--- src/rtl/cpu_bus_bridge_if.sv ---
// cpu_bus_bridge_if: CPU strobe bus plus peripheral req/ack bus seen by the bridge
interface cpu_bus_bridge_if #(
  parameter int ADDR_W = 32,
  parameter int DATA_W = 32
);
  logic              cpu_bus_clk;
  logic              cpu_bus_we;
  logic [ADDR_W-1:0] cpu_bus_addr;
  logic [DATA_W-1:0] cpu_bus_wdata;
  logic [DATA_W-1:0] cpu_rdata;
  logic              cpu_data_ready;
  logic              per_req;
  logic              per_we;
  logic [ADDR_W-1:0] per_addr;
  logic [DATA_W-1:0] per_wdata;
  logic              per_ack;
  logic [DATA_W-1:0] per_rdata;
  logic              busy;
  logic              timeout_err;
  logic              overrun_err;
  modport slave (
    input  cpu_bus_clk, cpu_bus_we, cpu_bus_addr, cpu_bus_wdata, per_ack, per_rdata,
    output cpu_rdata, cpu_data_ready, per_req, per_we, per_addr, per_wdata,
           busy, timeout_err, overrun_err
  );
  modport master (
    output cpu_bus_clk, cpu_bus_we, cpu_bus_addr, cpu_bus_wdata, per_ack, per_rdata,
    input  cpu_rdata, cpu_data_ready, per_req, per_we, per_addr, per_wdata,
           busy, timeout_err, overrun_err
  );
endinterface

--- src/rtl/cpu_bus_bridge.sv ---
// cpu_bus_bridge: CPU strobe edges to peripheral req/ack with one-deep buffer, timeout and sticky errors
module cpu_bus_bridge #(
  parameter int                ADDR_W         = 32,
  parameter int                DATA_W         = 32,
  parameter int                TIMEOUT_CYCLES = 16,
  parameter logic [DATA_W-1:0] TIMEOUT_DATA   = 32'hDEADBEEF
) (
  input logic             clk,
  input logic             rst,
  cpu_bus_bridge_if.slave bus
);
  typedef enum logic [1:0] {IDLE, BUSY, DONE} state_t;
  localparam logic [7:0] TMO_LAST = 8'(TIMEOUT_CYCLES - 1);
  state_t            state, state_nx;
  logic              strb_q, strb_edge;
  logic [7:0]        cnt;
  logic              pend_v, pend_we;
  logic [ADDR_W-1:0] pend_addr, act_addr;
  logic [DATA_W-1:0] pend_wdata, act_wdata, rdata;
  logic              act_we, timeout_err, overrun_err;
  logic              ack, tmo, load_pend, load_edge, to_pend, overrun;
  // a buffered request is drained from IDLE as well as DONE, since an edge in DONE may fill it
  always_comb begin
    strb_edge = bus.cpu_bus_clk & ~strb_q;
    ack       = (state == BUSY) && bus.per_ack;
    tmo       = (state == BUSY) && !bus.per_ack && (cnt == TMO_LAST);
    load_pend = pend_v && (state == IDLE || state == DONE);
    load_edge = strb_edge && (state == IDLE) && !pend_v;
    to_pend   = strb_edge && !load_edge && (!pend_v || state == IDLE);
    overrun   = strb_edge && !load_edge && !to_pend;
    state_nx  = (state == IDLE) ? ((pend_v || strb_edge) ? BUSY : IDLE)
              : (state == BUSY) ? ((ack || tmo) ? DONE : BUSY)
              : (pend_v ? BUSY : IDLE);
  end
  always_ff @(posedge clk) begin
    if (rst) begin
      state       <= IDLE;
      strb_q      <= 1'b0;
      cnt         <= 8'd0;
      pend_v      <= 1'b0;
      pend_we     <= 1'b0;
      pend_addr   <= '0;
      pend_wdata  <= '0;
      act_we      <= 1'b0;
      act_addr    <= '0;
      act_wdata   <= '0;
      rdata       <= '0;
      timeout_err <= 1'b0;
      overrun_err <= 1'b0;
    end else begin
      state  <= state_nx;
      strb_q <= bus.cpu_bus_clk;
      cnt    <= (state == BUSY) ? cnt + 8'd1 : 8'd0;
      if (load_pend) {act_we, act_addr, act_wdata} <= {pend_we, pend_addr, pend_wdata};
      else if (load_edge) {act_we, act_addr, act_wdata} <= {bus.cpu_bus_we, bus.cpu_bus_addr, bus.cpu_bus_wdata};
      pend_v <= to_pend | (pend_v & ~load_pend);
      if (to_pend) {pend_we, pend_addr, pend_wdata} <= {bus.cpu_bus_we, bus.cpu_bus_addr, bus.cpu_bus_wdata};
      if (!act_we && (ack || tmo)) rdata <= ack ? bus.per_rdata : TIMEOUT_DATA;
      if (tmo) timeout_err <= 1'b1;
      if (overrun) overrun_err <= 1'b1;
    end
  end
  assign bus.per_req        = (state == BUSY);
  assign bus.cpu_data_ready = (state == DONE);
  assign bus.per_we         = act_we;
  assign bus.per_addr       = act_addr;
  assign bus.per_wdata      = act_wdata;
  assign bus.cpu_rdata      = rdata;
  assign bus.busy           = (state != IDLE) || pend_v;
  assign bus.timeout_err    = timeout_err;
  assign bus.overrun_err    = overrun_err;
endmodule

--- src/flat_wrapper.sv ---
// flat-port wrapper written by rule: the top's interface ports become plain ports
module cpu_bus_bridge_flat 
#(
  parameter int                ADDR_W         = 32,
  parameter int                DATA_W         = 32,
  parameter int                TIMEOUT_CYCLES = 16,
  parameter logic [DATA_W-1:0] TIMEOUT_DATA   = 32'hDEADBEEF
)
  (clk, rst, bus_cpu_bus_clk, bus_cpu_bus_we, bus_cpu_bus_addr, bus_cpu_bus_wdata, bus_per_ack, bus_per_rdata, bus_cpu_rdata, bus_cpu_data_ready, bus_per_req, bus_per_we, bus_per_addr, bus_per_wdata, bus_busy, bus_timeout_err, bus_overrun_err);
  cpu_bus_bridge_if #(.ADDR_W(ADDR_W), .DATA_W(DATA_W)) bus_i ();
  input logic clk;
  input logic rst;
  input wire logic [$bits(bus_i.cpu_bus_clk)-1:0] bus_cpu_bus_clk;
  input wire logic [$bits(bus_i.cpu_bus_we)-1:0] bus_cpu_bus_we;
  input wire logic [$bits(bus_i.cpu_bus_addr)-1:0] bus_cpu_bus_addr;
  input wire logic [$bits(bus_i.cpu_bus_wdata)-1:0] bus_cpu_bus_wdata;
  input wire logic [$bits(bus_i.per_ack)-1:0] bus_per_ack;
  input wire logic [$bits(bus_i.per_rdata)-1:0] bus_per_rdata;
  output wire logic [$bits(bus_i.cpu_rdata)-1:0] bus_cpu_rdata;
  output wire logic [$bits(bus_i.cpu_data_ready)-1:0] bus_cpu_data_ready;
  output wire logic [$bits(bus_i.per_req)-1:0] bus_per_req;
  output wire logic [$bits(bus_i.per_we)-1:0] bus_per_we;
  output wire logic [$bits(bus_i.per_addr)-1:0] bus_per_addr;
  output wire logic [$bits(bus_i.per_wdata)-1:0] bus_per_wdata;
  output wire logic [$bits(bus_i.busy)-1:0] bus_busy;
  output wire logic [$bits(bus_i.timeout_err)-1:0] bus_timeout_err;
  output wire logic [$bits(bus_i.overrun_err)-1:0] bus_overrun_err;
  assign bus_i.cpu_bus_clk = bus_cpu_bus_clk;
  assign bus_i.cpu_bus_we = bus_cpu_bus_we;
  assign bus_i.cpu_bus_addr = bus_cpu_bus_addr;
  assign bus_i.cpu_bus_wdata = bus_cpu_bus_wdata;
  assign bus_i.per_ack = bus_per_ack;
  assign bus_i.per_rdata = bus_per_rdata;
  assign bus_cpu_rdata = bus_i.cpu_rdata;
  assign bus_cpu_data_ready = bus_i.cpu_data_ready;
  assign bus_per_req = bus_i.per_req;
  assign bus_per_we = bus_i.per_we;
  assign bus_per_addr = bus_i.per_addr;
  assign bus_per_wdata = bus_i.per_wdata;
  assign bus_busy = bus_i.busy;
  assign bus_timeout_err = bus_i.timeout_err;
  assign bus_overrun_err = bus_i.overrun_err;
  cpu_bus_bridge #(.ADDR_W(ADDR_W), .DATA_W(DATA_W), .TIMEOUT_CYCLES(TIMEOUT_CYCLES), .TIMEOUT_DATA(TIMEOUT_DATA)) u_core (.clk(clk), .rst(rst), .bus(bus_i));
endmodule
--- config.mk ---
export PLATFORM = sky130hd
export DESIGN_NAME = cpu_bus_bridge_flat
export DESIGN_NICKNAME = d
export VERILOG_FILES = /design/src/rtl/cpu_bus_bridge_if.sv /design/src/rtl/cpu_bus_bridge.sv /design/src/flat_wrapper.sv
export SDC_FILE = /design/constraint.sdc
export NUM_CORES = 1
export LEC_CHECK = 0
export CORE_MARGIN = 5
export CORE_UTILIZATION = 40
export DETAILED_ROUTE_END_ITERATION = 8
export GPL_ROUTABILITY_DRIVEN = 0
export GPL_TIMING_DRIVEN = 0
export PLACE_DENSITY = 0.71
export SKIP_CTS_REPAIR_TIMING = 1
export SYNTH_ARGS = -nofsm -noshare
export SYNTH_HDL_FRONTEND = slang
export SYNTH_SLANG_ARGS = --single-unit
--- constraint.sdc ---
create_clock -name clk -period 1.7 [get_ports clk]
set_input_delay 0.17 -clock clk [delete_from_list [all_inputs] [get_ports clk]]
set_output_delay 0.17 -clock clk [all_outputs]
set_load 0.03 [all_outputs]
# --- Word-level counts from Yosys, hierarchy flattened ---
# Index checks and enable logic that the tools add are counted.
op_classes:
  add_sub_neg: 1
  eq_ne: 3
  n_mux: 12
  bitwise: 6
  reduce_logical: 24
op_table:
  columns: ["op", "count"]
  rows:
  - ["$mux W32", 5]
  - ["$logic_and A1 B1 Y1", 10]
  - ["$add A8 B1 Y8 const B", 1]
  - ["$eq A8 B4 Y1 const B", 1]
  - ["$mux W2", 3]
  - ["$logic_not A1 Y1", 5]
  - ["$logic_or A1 B1 Y1", 5]
  - ["$mux W1", 4]
  - ["$reduce_bool A2 Y1", 2]
  - ["$not A1 Y1", 3]
  - ["$and A1 B1 Y1", 2]
  - ["$eq A2 B1 Y1 const B", 1]
  - ["$eq A2 B2 Y1 const B", 1]
  - ["$logic_not A2 Y1", 1]
  - ["$reduce_or A2 Y1", 1]
  - ["$or A1 B1 Y1", 1]
totals:
  register_bits: 176
  input_bits: 101
  out_inout_bits: 102
  wordCells: 59

# --- Depth between registers and ports, before layout ---
# Gate-level depths: netlist of the first run.
depth:
  word_depth: 9
  mapped_depth: 7

# --- Worst setup path after synthesis of the first run ---
# OpenSTA, ideal clock, no wires.
synth_path:
  path_type: "flip-flop to flip-flop"
  startpoint: "register u_core.state[1]"
  endpoint: "register u_core.act_wdata[10], in the netlist u_core.bus.per_wdata[10]"
  arrival_time_ns: 1.490
  t_required_ns: 1.561
  setup_slack_ns: 0.071
  stages_incl_launch_ff: 7
  period_less_slack_ns: 1.629
  cell_sequence: "dfxtp_1 buf_2 or4b_1 buf_4 buf_6 o22ai_1 a221oi_1"
synth_between:
  elab_chain_cells: 4
  word_cells_on_any_way: 8
  cone_classes: "1 x eq/ne; 1 x mux; 6 x reduce/logical"
synth_rtl:
  columns: ["item", "line_no", "source"]
  rows:
  - ["from (decl)", "cpu_bus_bridge.sv:14", "state_t state, state_nx;"]
  - ["from (signal assigned)", "cpu_bus_bridge.sv:51", "state <= state_nx;"]
  - ["$eq A2 B2 Y1 or $logic_not A2 Y1 (tied branches)", "cpu_bus_bridge.sv:27, cpu_bus_bridge.sv:28", null]
  - ["$logic_or A1 B1 Y1 or $logic_and A1 B1 Y1 (tied branches)", "cpu_bus_bridge.sv:27, cpu_bus_bridge.sv:28", null]
  - ["$logic_and A1 B1 Y1 (on tied branches)", "cpu_bus_bridge.sv:27, cpu_bus_bridge.sv:28", null]
  - ["$mux W32 or $reduce_bool A2 Y1 (tied branches)", null, null]
  - ["to (signal assigned)", "cpu_bus_bridge.sv:54", "if (load_pend) {act_we, act_addr, act_wdata} <= {pend_we, pend_addr, pend_wdata};"]
  - ["to (signal assigned)", "cpu_bus_bridge.sv:55", "else if (load_edge) {act_we, act_addr, act_wdata} <= {bus.cpu_bus_we, bus.cpu_bus_addr, bus.cpu_bus_wdata};"]
  - ["to (decl)", "cpu_bus_bridge.sv:19", "logic [DATA_W-1:0] pend_wdata, act_wdata, rdata;"]
# Parallel ways exist; a longest one is shown, timed or not.
# A chain may end at the register's enable or synchronous reset.

# --- Final worst setup path of the first run ---
layout_path:
  startpoint: "register u_core.state[1]"
  endpoint: "register u_core.act_addr[26], in the netlist u_core.bus.per_addr[26]"
layout_between:
  elab_chain_cells: 4
  word_cells_on_any_way: 8
  cone_classes: "1 x eq/ne; 1 x mux; 6 x reduce/logical"
layout_rtl:
  columns: ["item", "line_no", "source"]
  rows:
  - ["$eq A2 B2 Y1 or $logic_not A2 Y1 (tied branches)", "cpu_bus_bridge.sv:27, cpu_bus_bridge.sv:28", null]
  - ["$logic_or A1 B1 Y1 or $logic_and A1 B1 Y1 (tied branches)", "cpu_bus_bridge.sv:27, cpu_bus_bridge.sv:28", null]
  - ["$logic_and A1 B1 Y1 (on tied branches)", "cpu_bus_bridge.sv:27, cpu_bus_bridge.sv:28", null]
  - ["$mux W32 or $reduce_bool A2 Y1 (tied branches)", null, null]
  - ["to (signal assigned)", "cpu_bus_bridge.sv:54", null]
  - ["to (signal assigned)", "cpu_bus_bridge.sv:55", null]
  - ["to (decl)", "cpu_bus_bridge.sv:18", "logic [ADDR_W-1:0] pend_addr, act_addr;"]
# Parallel ways exist; a longest one is shown, timed or not.

==> impl_metrics.csv, run 1 <==
group,metric,value,unit
run_status,status,"complete, but fails checks",
run_status,violations,"negative setup slack",
clock_tree,cts_buffers,17,
global_routing,antenna_found_initial,0,
placed_design,port_buffers,201,
placed_design,place_ws,-0.656,ns
setup_path,cp_max_fo,6,
route,ant_nets,0,
synthesis,syn-num-nets,894,
route,vias,7482,
route,vias_per_cell,5.86,
synthesis,synthFlopType,"dfxtp_1",
sta,min_period,1.81,ns
setup_path,required,1.99,ns
clock_tree,clk_pin_slew_worst_paths,0.07,ns
route,drt_first_pass_iters,7,
global_routing,gr-total-overflow,0,
clock_tree,htree_levels,4,
route,wl_per_cell,20.7,µm
route,drtIter0Drc,510,
global_routing,track_usage,21.0,%
run,maxCapViolations,0,
sta,min_period_over_period,106,%
finish,fillers,1411,
setup_path,cpPeakStageDelay,0.58,ns
setup_path,startpoint_type,"flop",
sta,drv_slew,0,
synthesis,synthArstFlopShare,0,%
clock_tree,clock_sinks,176,
synthesis,synth_top_cell_by_area,"dfxtp_1",
sta,maxSlewHeadroom,45.8,%
pwr,power.density,1010,nW/µm²
finish,fin_util,65.8,%
synthesis,syn_area,7570,µm²
finish,regArea,3530,µm²
synthesis,synthTopCellsByArea,"dfxtp_1 47%, a311oi_1 8.4%, a221oi_1 7.6%",
clock_tree,cts.path.max_buffers,2,
setup_path,crit_type,"reg -> reg",
finish,final_layout_size_suffix_gt1_share,26.2,%
synthesis,synth_edf_count,0,
setup_path,critPathBufInv,3,
floorplanning,io_pins,203,
setup_path,cp_cell_sequence,"buf_6, or4b_4, buf_12, clkbuf_16, o22ai_4, a221oi_2",
floorplanning,fp.dieH,148,µm
hold_path,hold_class,"in -> reg",
floorplanning,dieArea,21800,µm²
clock_tree,cts_tree,"built",
sta,hold_viol_final,0,
clock_tree,clk_latency,0.44,ns
pwr,p_leak,4.49,nW
synthesis,syn_inst,792,
global_routing,grt_pass1_wl,37300,µm
synthesis,yosysSeqAreaShare,46.6,%
synthesis,avgSynthCellArea,9.55,µm²
synthesis,synthTopCellsByCount,"176 x dfxtp_1, 135 x inv_1, 73 x a311oi_1",
finish,nets,1132,
floorplanning,rows,50,
sta,finClkSkew,0.00923,ns
floorplanning,fp.dieW,148,µm
sta,finalSetupViolations,106,
route,drc_errors,0,
sta,rsz0062_at_grt,"yes",
synthesis,ys_ff_latch,176,
global_routing,grt_pass1_vias,7042,
setup_path,crit_family,"simple AND/OR/NAND/NOR gates",
floorplanning,core_area,18600,µm²
route,drt_wl_total,26400,µm
synthesis,synth_cell_types,42,
placed_design,postPlaceCellArea,9870,µm²
finish,multi_input_area,4150,µm²
synthesis,yosysMostFrequentCell,"dfxtp_1",
setup_path,endpoint_kind,"flop",
sta,timing.fmax,552,MHz
pwr,ir_drop,0.763,mV
setup_path,arrival,2.10,ns
sta,setup_tns,-5.54,ns
sta,tightest_slew,0.813,ns
placed_design,hpwl,16700,µm
setup_path,cp_slowest_cell,"or4b_4",
global_routing,grt_start_max_net_pins,17,
finish,antenna_cells,0,
synthesis,ys_warn_count,0,
floorplanning,start_util,40.6,%
pwr,fin_total_pwr,12.4,mW
sta,timing.final.ws_setup,-0.110,ns
clock_tree,cts_root_buf,"clkbuf_16",
finish,syn_to_final_growth,62.2,%
finish,fin_area,12300,µm²
synthesis,synth_top_area_share,46.6,%
routing by layer:
metal | share of wire (%) | GRT usage, % | vias to the layer above
met4 | 1.7 | 5.55 | 0
met5 | 0 | 0 | -
met2 | 48 | 33.3 | 302
met1 | 41 | 26.6 | 3634
li1 | - | - | 3509
met3 | 9.9 | 8.68 | 37
layout make-up:
class | instances | share of cell area [%]
clock inverter | 10 | 1.50
sequential | 176 | 28.8
buffer | 94 | 5.63
multi-input combinational | 383 | 33.8
tap | 234 | 2.39
timing repair buffer | 222 | 20.0
inverter | 136 | 4.16
clock buffer | 21 | 3.75
registers in the layout, indices dropped and copies added (netlist names):
signal                  cells
u_core.pend_addr           32
u_core.bus.timeout_err      1
u_core.strb_q               1
u_core.state                2
u_core.bus.per_addr        32
u_core.bus.overrun_err      1
u_core.bus.per_we           1
u_core.pend_we              1
u_core.pend_wdata          32
u_core.bus.per_wdata       32
u_core.pend_v               1
u_core.cnt                  8
u_core.bus.cpu_rdata       32
cells by family (layout without fill, tap and decap cells):
logic type,count (synthesis),in the layout,synth area share [%]
XOR/XNOR,3,3,0.347
flip-flops,176,176,46.6
AND/OR/NAND/NOR,40,40,3.03
buffers and inverters,233,483,13.4
adder cells (fa/ha/maj),1,1,0.165
AO/OA/AOI/OAI,339,339,36.5
placed cells by master, fill, tap and decap left out, types with 12 or more instances in the layout:
cell and n:
a21oi_1 13, o22ai_4 43, clkbuf_2 16, dfxtp_1 173
dlymetal6s2s_1 18, clkdlybuf4s50_1 181, o21ba_2 16, a221oi_1 13
o221ai_1 24, a221oi_2 53, clkbuf_4 12, inv_1 135
clkbuf_16 30, clkbuf_1 33, a31o_1 50, a311oi_1 65
path summary, 6_finish.rpt:
check,end,slack (ns),startpoint,depth (start not counted)
worst max-delay path,u_core.bus.per_addr[26],-0.11,u_core.state[1],6
worst min-delay path,u_core.bus.cpu_rdata[24],0.34,bus_per_rdata[24],3
worst max register to register,u_core.bus.per_addr[26],-0.11,u_core.state[1],6
worst min register to register,u_core.bus.overrun_err,0.46,u_core.bus.overrun_err,2
metrics by stage:
step           instances  hold slack [ns]
4_1_cts             1258            0.332
5_1_grt             1276            0.365
2_1_floorplan        792            0.298
3_5_place_dp        1227            0.458
6_report            1276            0.337
3_3_place_gp        1227            0.448
where the power goes:
group	switching [mW]	internal (mW)	total (mW)	leakage, nW
Combinational	1.79	1.54	3.34	2.74
Clock	1.69	2.68	4.37	0.309
Sequential	0.226	4.45	4.68	1.44
worst min-delay path: stages:
cell and delay, ns:
clkdlybuf4s50_1 0.41, nand2_1 0.06, a311oi_1 0.08
Note: power is estimated with default switching activity, not from simulation.
==> run 2, diff against run 1 <==
CTS_CLUSTER_DIAMETER = 200   (was unset)
==> results of run 2 <==
Final layout, timing and power as in run 1 (identical DEF).
==> run 3, diff against run 2 <==
CORE_ASPECT_RATIO = 0.6   (was unset)
PLACE_DENSITY = 0.68   (was 0.71)
clock period = 2.2 ns   (was 1.7 ns; I/O delays follow)
==> impl_metrics.csv, run 3 (synthesis gave the netlist of run 1 again) <==
group,metric,value,unit
route,vias,7279,
sta,rsz0062_at_grt,"no",
finish,final_common_cell,"clkdlybuf4s50_1",
clock_tree,htree_levels,4,
route,drt_wl_total,24500,µm
pwr,fin_total_pwr,8.49,mW
global_routing,grt_pass1_vias,7011,
clock_tree,cts_buffers,17,
placed_design,hpwl,17300,µm
sta,hold_viol_final,0,
finish,nets,1114,
finish,final_cell_mix,"199 x clkdlybuf4s50_1, 176 x dfxtp_1, 135 x inv_1, 73 x a311oi_1, 66 x a221oi_1",
placed_design,place_ws,-0.214,ns
finish,fillers,1732,
global_routing,antenna_found_initial,0,
finish,syn_to_final_growth,38.0,%
setup_path,endpoint_kind,"flop",
floorplanning,fp.dieW,188,µm
setup_path,arrival,2.41,ns
sta,drv_slew,0,
global_routing,grt_pass1_wl,38800,µm
sta,maxSlewHeadroom,51.4,%
sta,timing.fmax,478,MHz
pwr,power.density,813,nW/µm²
route,ant_nets,0,
sta,finalSetupViolations,0,
route,drc_errors,0,
sta,finClkSkew,0.0110,ns
route,wl_per_cell,19.2,µm
setup_path,crit_type,"reg -> reg",
sta,min_period,2.09,ns
placed_design,port_buffers,201,
pwr,p_leak,3.66,nW
run,maxCapViolations,0,
clock_tree,cts.path.max_buffers,2,
global_routing,grt_start_max_net_pins,17,
pwr,ir_drop,0.504,mV
floorplanning,rows,39,
route,drtIter0Drc,644,
hold_path,hold_class,"in -> reg",
sta,timing.final.ws_setup,0.109,ns
clock_tree,clk_latency,0.43,ns
global_routing,gr-total-overflow,0,
run_status,status,"finished, final reports clean",
sta,tightest_slew,0.729,ns
sta,min_period_over_period,95.1,%
floorplanning,io_pins,203,
route,drt_first_pass_iters,6,
floorplanning,core_area,18800,µm²
floorplanning,dieArea,21900,µm²
global_routing,track_usage,22.0,%
floorplanning,start_util,40.3,%
route,vias_per_cell,5.72,
setup_path,required,2.52,ns
clock_tree,clock_sinks,176,
setup_path,startpoint_type,"flop",
setup_path,cp_max_fo,10,
finish,final_layout_size_suffix_gt1_share,9.46,%
clock_tree,cts_root_buf,"clkbuf_16",
floorplanning,fp.dieH,117,µm
clock_tree,clk_pin_slew_worst_paths,0.07,ns
clock_tree,cts_tree,"built",
## run 3: changes by cell type in the layout (fill, tap and decap cells not counted), moves of 18 or more
cell             previous run  this run
o22ai_1                    11        65
a221oi_1                   13        66
o22ai_4                    43         0
clkbuf_1                   33        63
a221oi_2                   53         0
clkdlybuf4s50_1           181       199
## run 3: cell type report
class	instances	area [µm²]	share of cell area, %
Antenna cell	1	2.50	0.0240
Buffer	97	504	4.83
Clock buffer	19	453	4.34
Clock inverter	13	101	0.970
Inverter	136	510	4.89
Multi-Input combinational cell	383	3030	29.0
Sequential cell	176	3520	33.7
Tap cell	246	308	2.95
Timing Repair Buffer	201	2010	19.2
## run 3: per-stage QoR
step | std cells | hold slack [ns] | TNS [ns] | area, µm² | utilization, %
2_1_floorplan | 792 | 0.348 | 0 | 7570 | -
3_3_place_gp | 1239 | 0.442 | -3.87 | 9890 | 52.6
3_5_place_dp | 1239 | 0.459 | -3.93 | 9890 | 52.6
4_1_cts | 1271 | 0.383 | -0.404 | 10400 | 55.6
5_1_grt | 1271 | 0.399 | 0 | 10400 | 55.6
6_report | 1272 | 0.388 | 0 | 10400 | 55.6
## run 3: path summary, 6_finish.rpt
check / from / endpoint / slack [ns] / cells past startpoint
worst max-delay path: u_core.state[1] / u_core.pend_addr[20] / 0.11 / 6
worst min-delay path: bus_per_rdata[17] / u_core.bus.cpu_rdata[17] / 0.39 / 3
worst max register to register: u_core.state[1] / u_core.pend_addr[20] / 0.11 / 6
worst min register to register: u_core.bus.per_addr[31] / u_core.bus.per_addr[31] / 0.46 / 2
## run 3: where the power goes
group	switching [mW]	internal, mW	leakage, nW	total, mW
registers	0.144	3.44	1.44	3.58
logic	1.15	0.852	1.95	2.00
clock network	1.38	1.53	0.268	2.90
total	2.67	5.82	3.66	8.49
## run 3: worst max-delay path, cell delays in order (launching register included)
cell and delay, ns:
dfxtp_1 0.32, buf_2 0.18, o21ai_1 0.33, buf_2 0.32, clkbuf_1 0.42, a311oi_1 0.18, a31o_1 0.24
## run 3: metal layers
metal	wire [µm]	share of wire (%)	global-route usage (%)
met5	0	0	0
met4	346	1.4	5.57
met3	2180	8.9	6.33
met2	9780	40	30.4
met1	12200	50	33.2
==> patch 1, RTL diff (config.mk and constraints of run 2) <==
`TIMEOUT_DATA` is set to 32'hDEADBEEF in 2 places; all go to 32'h80000000.
--- a/src/rtl/cpu_bus_bridge.sv
+++ b/src/rtl/cpu_bus_bridge.sv
@@ -3,7 +3,7 @@
   parameter int                ADDR_W         = 32,
   parameter int                DATA_W         = 32,
   parameter int                TIMEOUT_CYCLES = 16,
-  parameter logic [DATA_W-1:0] TIMEOUT_DATA   = 32'hDEADBEEF
+  parameter logic [DATA_W-1:0] TIMEOUT_DATA   = 32'h80000000
 ) (
   input logic             clk,
   input logic             rst,
--- a/src/flat_wrapper.sv
+++ b/src/flat_wrapper.sv
@@ -4,7 +4,7 @@
   parameter int                ADDR_W         = 32,
   parameter int                DATA_W         = 32,
   parameter int                TIMEOUT_CYCLES = 16,
-  parameter logic [DATA_W-1:0] TIMEOUT_DATA   = 32'hDEADBEEF
+  parameter logic [DATA_W-1:0] TIMEOUT_DATA   = 32'h80000000
 )
   (clk, rst, bus_cpu_bus_clk, bus_cpu_bus_we, bus_cpu_bus_addr, bus_cpu_bus_wdata, bus_per_ack, bus_per_rdata, bus_cpu_rdata, bus_cpu_data_ready, bus_per_req, bus_per_we, bus_per_addr, bus_per_wdata, bus_busy, bus_timeout_err, bus_overrun_err);
   cpu_bus_bridge_if #(.ADDR_W(ADDR_W), .DATA_W(DATA_W)) bus_i ();
Formal check against the unedited RTL: same outputs for any inputs over 4 cycles, from zero or initial values and one cycle with rst high; that may be too few to reach the edited logic, so the function may still have changed.
==> patch 1 against run 2 <==
- the run still ends with setup timing left
- routed wire length is 1.4% higher
- cell area is 1.9% lower
- largest power group unchanged
- total power is 2.9% lower
- fmax is 3.0% higher
- combinational power is 13% lower
- synthesized area is 17% higher
- setup slack better by 0.052 ns
- sequential cell count stayed put
- highest routed layer is now met5
==> patch 1: results <==
metrics = {
    "logic_synthesis": {
        "yosys_warnings": 0,
        "synth-seq-area-share_pct": 39.95,
        "mapped_nets": 1144,
        "ys_top_cells_by_count": "dfxtp_1 (176), a21oi_1 (137), inv_1 (134), nand2b_1 (131), clkbuf_1 (76)",
        "leading_post_synthesis_cells_by_cell_area": "dfxtp_1 (40%), nand2b_1 (9.3%), o221a_2 (8.3%)",
        "ys_async_sr_fraction_pct": 0,
        "ys_types": 35,
        "synth_top_flop_cell": "dfxtp_1",
    },
    "worst_hold_path": {
        "hold_path_depth": 3,
        "min_path_type": "input pin to flip-flop",
    },
    "power_and_ir_drop": {
        "peakVddDrop_mv": 0.6383,
        "leakagePower_nw": 5.673,
    },
    "sta": {
        "finalClockSkew_ns": 0.01468,
        "setup_violations": 1,
        "setup_slack_ns": -0.05797,
        "slew_headroom_pct": 55.58,
    },
    "status": {
        "failed_checks": "setup timing",
        "result_of_the_run": "finished with violations",
    },
    "worst_setup_path": {
        "critical-path-max-stage-delay_ns": 0.34,
        "critical_path.top_delay_family": "buffers and inverters",
        "crit_fanout": 10,
        "worst_ep_arrival_time_ns": 1.59,
        "depth_of_the_worst_register_to_register_path": 5,
        "worst_path_max_delay_cell": "dfxtp_1",
    },
    "placed_design": {
        "io_buffer_count": 200,
        "place.detailed.hpwl_um": 18810,
    },
    "global_route": {
        "grt_util_all_layers_pct": 20.79,
        "first_global_vias": 7950,
        "grt_pass1_wl_um": 41960,
        "grt_antenna_before_repair": 2,
        "grt_max_degree": 17,
    },
    "cts": {
        "clkLatencyLatePin_ns": 0.43,
        "cts-root-to-sink-buffers": 2,
        "cts-root-buf": "clkbuf_16",
        "worst_setup_hold_path_clk_slew_ns": 0.07,
        "clock_tree.htree_level_count": 4,
        "numCtsBuffers": 17,
    },
    "cells_and_area": {
        "net_total_in_the_final_layout": 1363,
        "layout-drive-gt1-share_pct": 12.17,
        "fillers": 1993,
    },
    "routing": {
        "dr.first_iter.drc_count": 397,
        "drt_first_pass_iters": 5,
        "routedWlPerCell_um": 17.19,
        "via_count": 8217,
    },
}
patch 1: layer usage:
| layer | vias up | GRT usage [%] | wire length, um |
|---|---|---|---|
| li1 | 4030 | - | - |
| met1 | 3928 | 27.91 | 11870 |
| met2 | 232 | 32.88 | 12260 |
| met3 | 23 | 6.958 | 2350 |
| met4 | 4 | 4.224 | 216 |
| met5 | - | 0 | 29 |
patch 1: cell families (layout without fill, tap and decap cells):
logic type | after synthesis | after routing | share of synthesized area, %
adder cells (fa/ha/maj) | 1 | 1 | 0.1418
other | 0 | 1 | 0
AND/OR/NAND/NOR | 223 | 223 | 14.26
flip-flops | 176 | 176 | 39.95
AO/OA/AOI/OAI | 340 | 340 | 27.32
multiplexers | 65 | 65 | 7.377
XOR/XNOR | 2 | 2 | 0.1986
buffers and inverters | 235 | 467 | 10.75
patch 1: final cells by class:
cell class                      instances  share of cell area (%)
Multi-Input combinational cell        631                   36.26
Sequential cell                       176                   29.27
Timing Repair Buffer                  202                   17.64
Buffer                                 98                   4.271
Inverter                              135                   4.208
Clock buffer                           17                   3.533
Tap cell                              280                   2.909
Clock inverter                         15                   1.881
Antenna cell                            1                 0.02078
patch 1: stage by stage:
step / worst slack [ns] / instances / area [um^2] / total power, mW / TNS [ns]
after CTS: -1.352 / 1554 / 11830 / 12.09 / -42.48
after floorplan: 0.1122 / 1042 / 8825 / 6.510 / 0
after detailed placement: -0.8757 / 1522 / 11180 / 7.680 / -74.39
final: -0.05797 / 1555 / 12040 / 12.02 / -0.05797
after global placement: -0.8725 / 1522 / 11180 / 7.642 / -71.94
after global routing: -0.1596 / 1554 / 12040 / 12.53 / -2.922
patch 1: worst paths after layout:
kind	slack, ns	end	start
min reg2reg	0.45	u_core.cnt[0]$_SDFF_PP0_	u_core.cnt[0]$_SDFF_PP0_
max reg2reg	0.01	u_core.bus.cpu_rdata[10]$_SDFFE_PP0P_	u_core.state[0]$_SDFF_PP0_
max	-0.06	bus_cpu_data_ready	u_core.state[0]$_SDFF_PP0_
min	0.18	u_core.bus.cpu_rdata[0]$_SDFFE_PP0P_	bus_per_ack
patch 1: power by group:
part / internal [mW] / switching (mW) / leakage (nW)
logic: 1.31 / 1.59 / 3.92
clock network: 2.63 / 1.79 / 0.311
registers: 4.46 / 0.251 / 1.44
total: 8.40 / 3.62 / 5.67
patch 1: worst min-delay path, cell delays in order:
cell and delay [ns]:
clkbuf_1 0.19, nand3_1 0.12, a31oi_1 0.07
==> patch 2, RTL diff (settings of run 2) <==
Made on the original files. Encoding of `state_t`: now one-hot (3 bits for 3 states).
--- a/src/rtl/cpu_bus_bridge.sv
+++ b/src/rtl/cpu_bus_bridge.sv
@@ -9,7 +9,7 @@
   input logic             rst,
   cpu_bus_bridge_if.slave bus
 );
-  typedef enum logic [1:0] {IDLE, BUSY, DONE} state_t;
+  typedef enum logic [2:0] {IDLE = 3'b001, BUSY = 3'b010, DONE = 3'b100} state_t;
   localparam logic [7:0] TMO_LAST = 8'(TIMEOUT_CYCLES - 1);
   state_t            state, state_nx;
   logic              strb_q, strb_edge;
Function: no difference found for any inputs over 4 cycles, from zero or initial values and one cycle with rst high; so few cycles prove little.
==> patch 2 against run 2 <==
- non-clock buffer count is 26 lower
- critical path depth shrank 3
- sequential cell count rose by 1
- clock skew up 0.0018 ns
- synthesized area shrank 1.8%
- die area is 1.7% lower
- largest power group unchanged
- worst hold slack got worse by 0.045 ns
- routed wire length is 13% lower
- register-to-register slack improved by 0.16 ns
- total power shrank 8.7%
- critical path type is now flip-flop to output pin
- setup slack improved by 0.11 ns
- cell area is 9.7% lower
- first-iteration DRC count down 43%
- highest routed layer is now met5
- count of clock-buffer cells in the layout decreased by 4
==> patch 2: results <==
metrics = {
    "status": {
        "result_of_the_run": "finished clean",
    },
    "worst_setup_path": {
        "rr_endpoint": "u_core.pend_addr[13]$_SDFFE_PP0P_",
        "end_kind": "output pin",
        "setup.worst_path.end": "bus_per_req",
    },
    "logic_synthesis": {
        "synth-seq-area-share_pct": 47.68,
        "leading_post_synthesis_cells_by_cell_area": "dfxtp_1 (48%), nand2b_1 (11%), mux2i_1 (8.8%)",
    },
    "sta": {
        "hold-worst-slack_ns": 0.2920,
        "finalClockSkew_ns": 0.01106,
        "worst-slew-pin-transition_ns": 0.7388,
    },
    "worst_hold_path": {
        "min_delay_worst_endpoint": "u_core.bus.cpu_rdata[4]$_SDFFE_PP0P_",
        "timing.hold.worst.start": "bus_per_rdata[4]",
    },
    "placed_design": {
        "detailedPlace.worstSlack_ns": -0.8201,
        "dp_cells": 1282,
    },
    "routing": {
        "drt_first_pass_iters": 5,
        "routedLengthMet1_um": 10420,
        "met2_wl_um": 11150,
        "detail_route.vias_per_cell": 5.122,
        "routed.top_layer": "met5",
        "met3WireLength_um": 1030,
    },
    "power_and_ir_drop": {
        "leakagePower_nw": 4.126,
        "power_switching_mw": 3.451,
        "pwr.group.clock_mw": 3.76,
    },
    "global_route": {
        "met2_usage_pct": 32.04,
        "first_global_vias": 6513,
        "grt_util_met1_pct": 26.26,
    },
}
==> patch 2: layout make-up <==
cell class | count | area, um^2
clock inverter | 14 | 131.4
sequential | 177 | 3556
multi-input combinational | 604 | 3943
inverter | 2 | 7.507
clock buffer | 17 | 425.4
buffer | 69 | 471.7
tap | 229 | 286.5
fill | 1540 | 7067
timing repair buffer | 221 | 2260
==> patch 2: critical path, cell delays in order, from the launching register on <==
cell and delay (ns):
dfxtp_4 0.36, buf_4 0.15, nor3b_4 0.32, buf_2 0.27
==> patch 2: logic make-up (layout without fill, tap and decap cells) <==
kind of cell               count (synthesis)  in the layout  synth area share (%)
xor gates and xnor gates                   6              6                0.7071
muxes                                     65             65                 8.754
and+or+nand+nor                          417            417                 26.85
AOI/OAI and AO/OA                        115            115                 11.23
adders and majority gates                  1              1                0.1683
DFF                                      177            177                 47.68
buffers and inverters                     71            323                 4.613
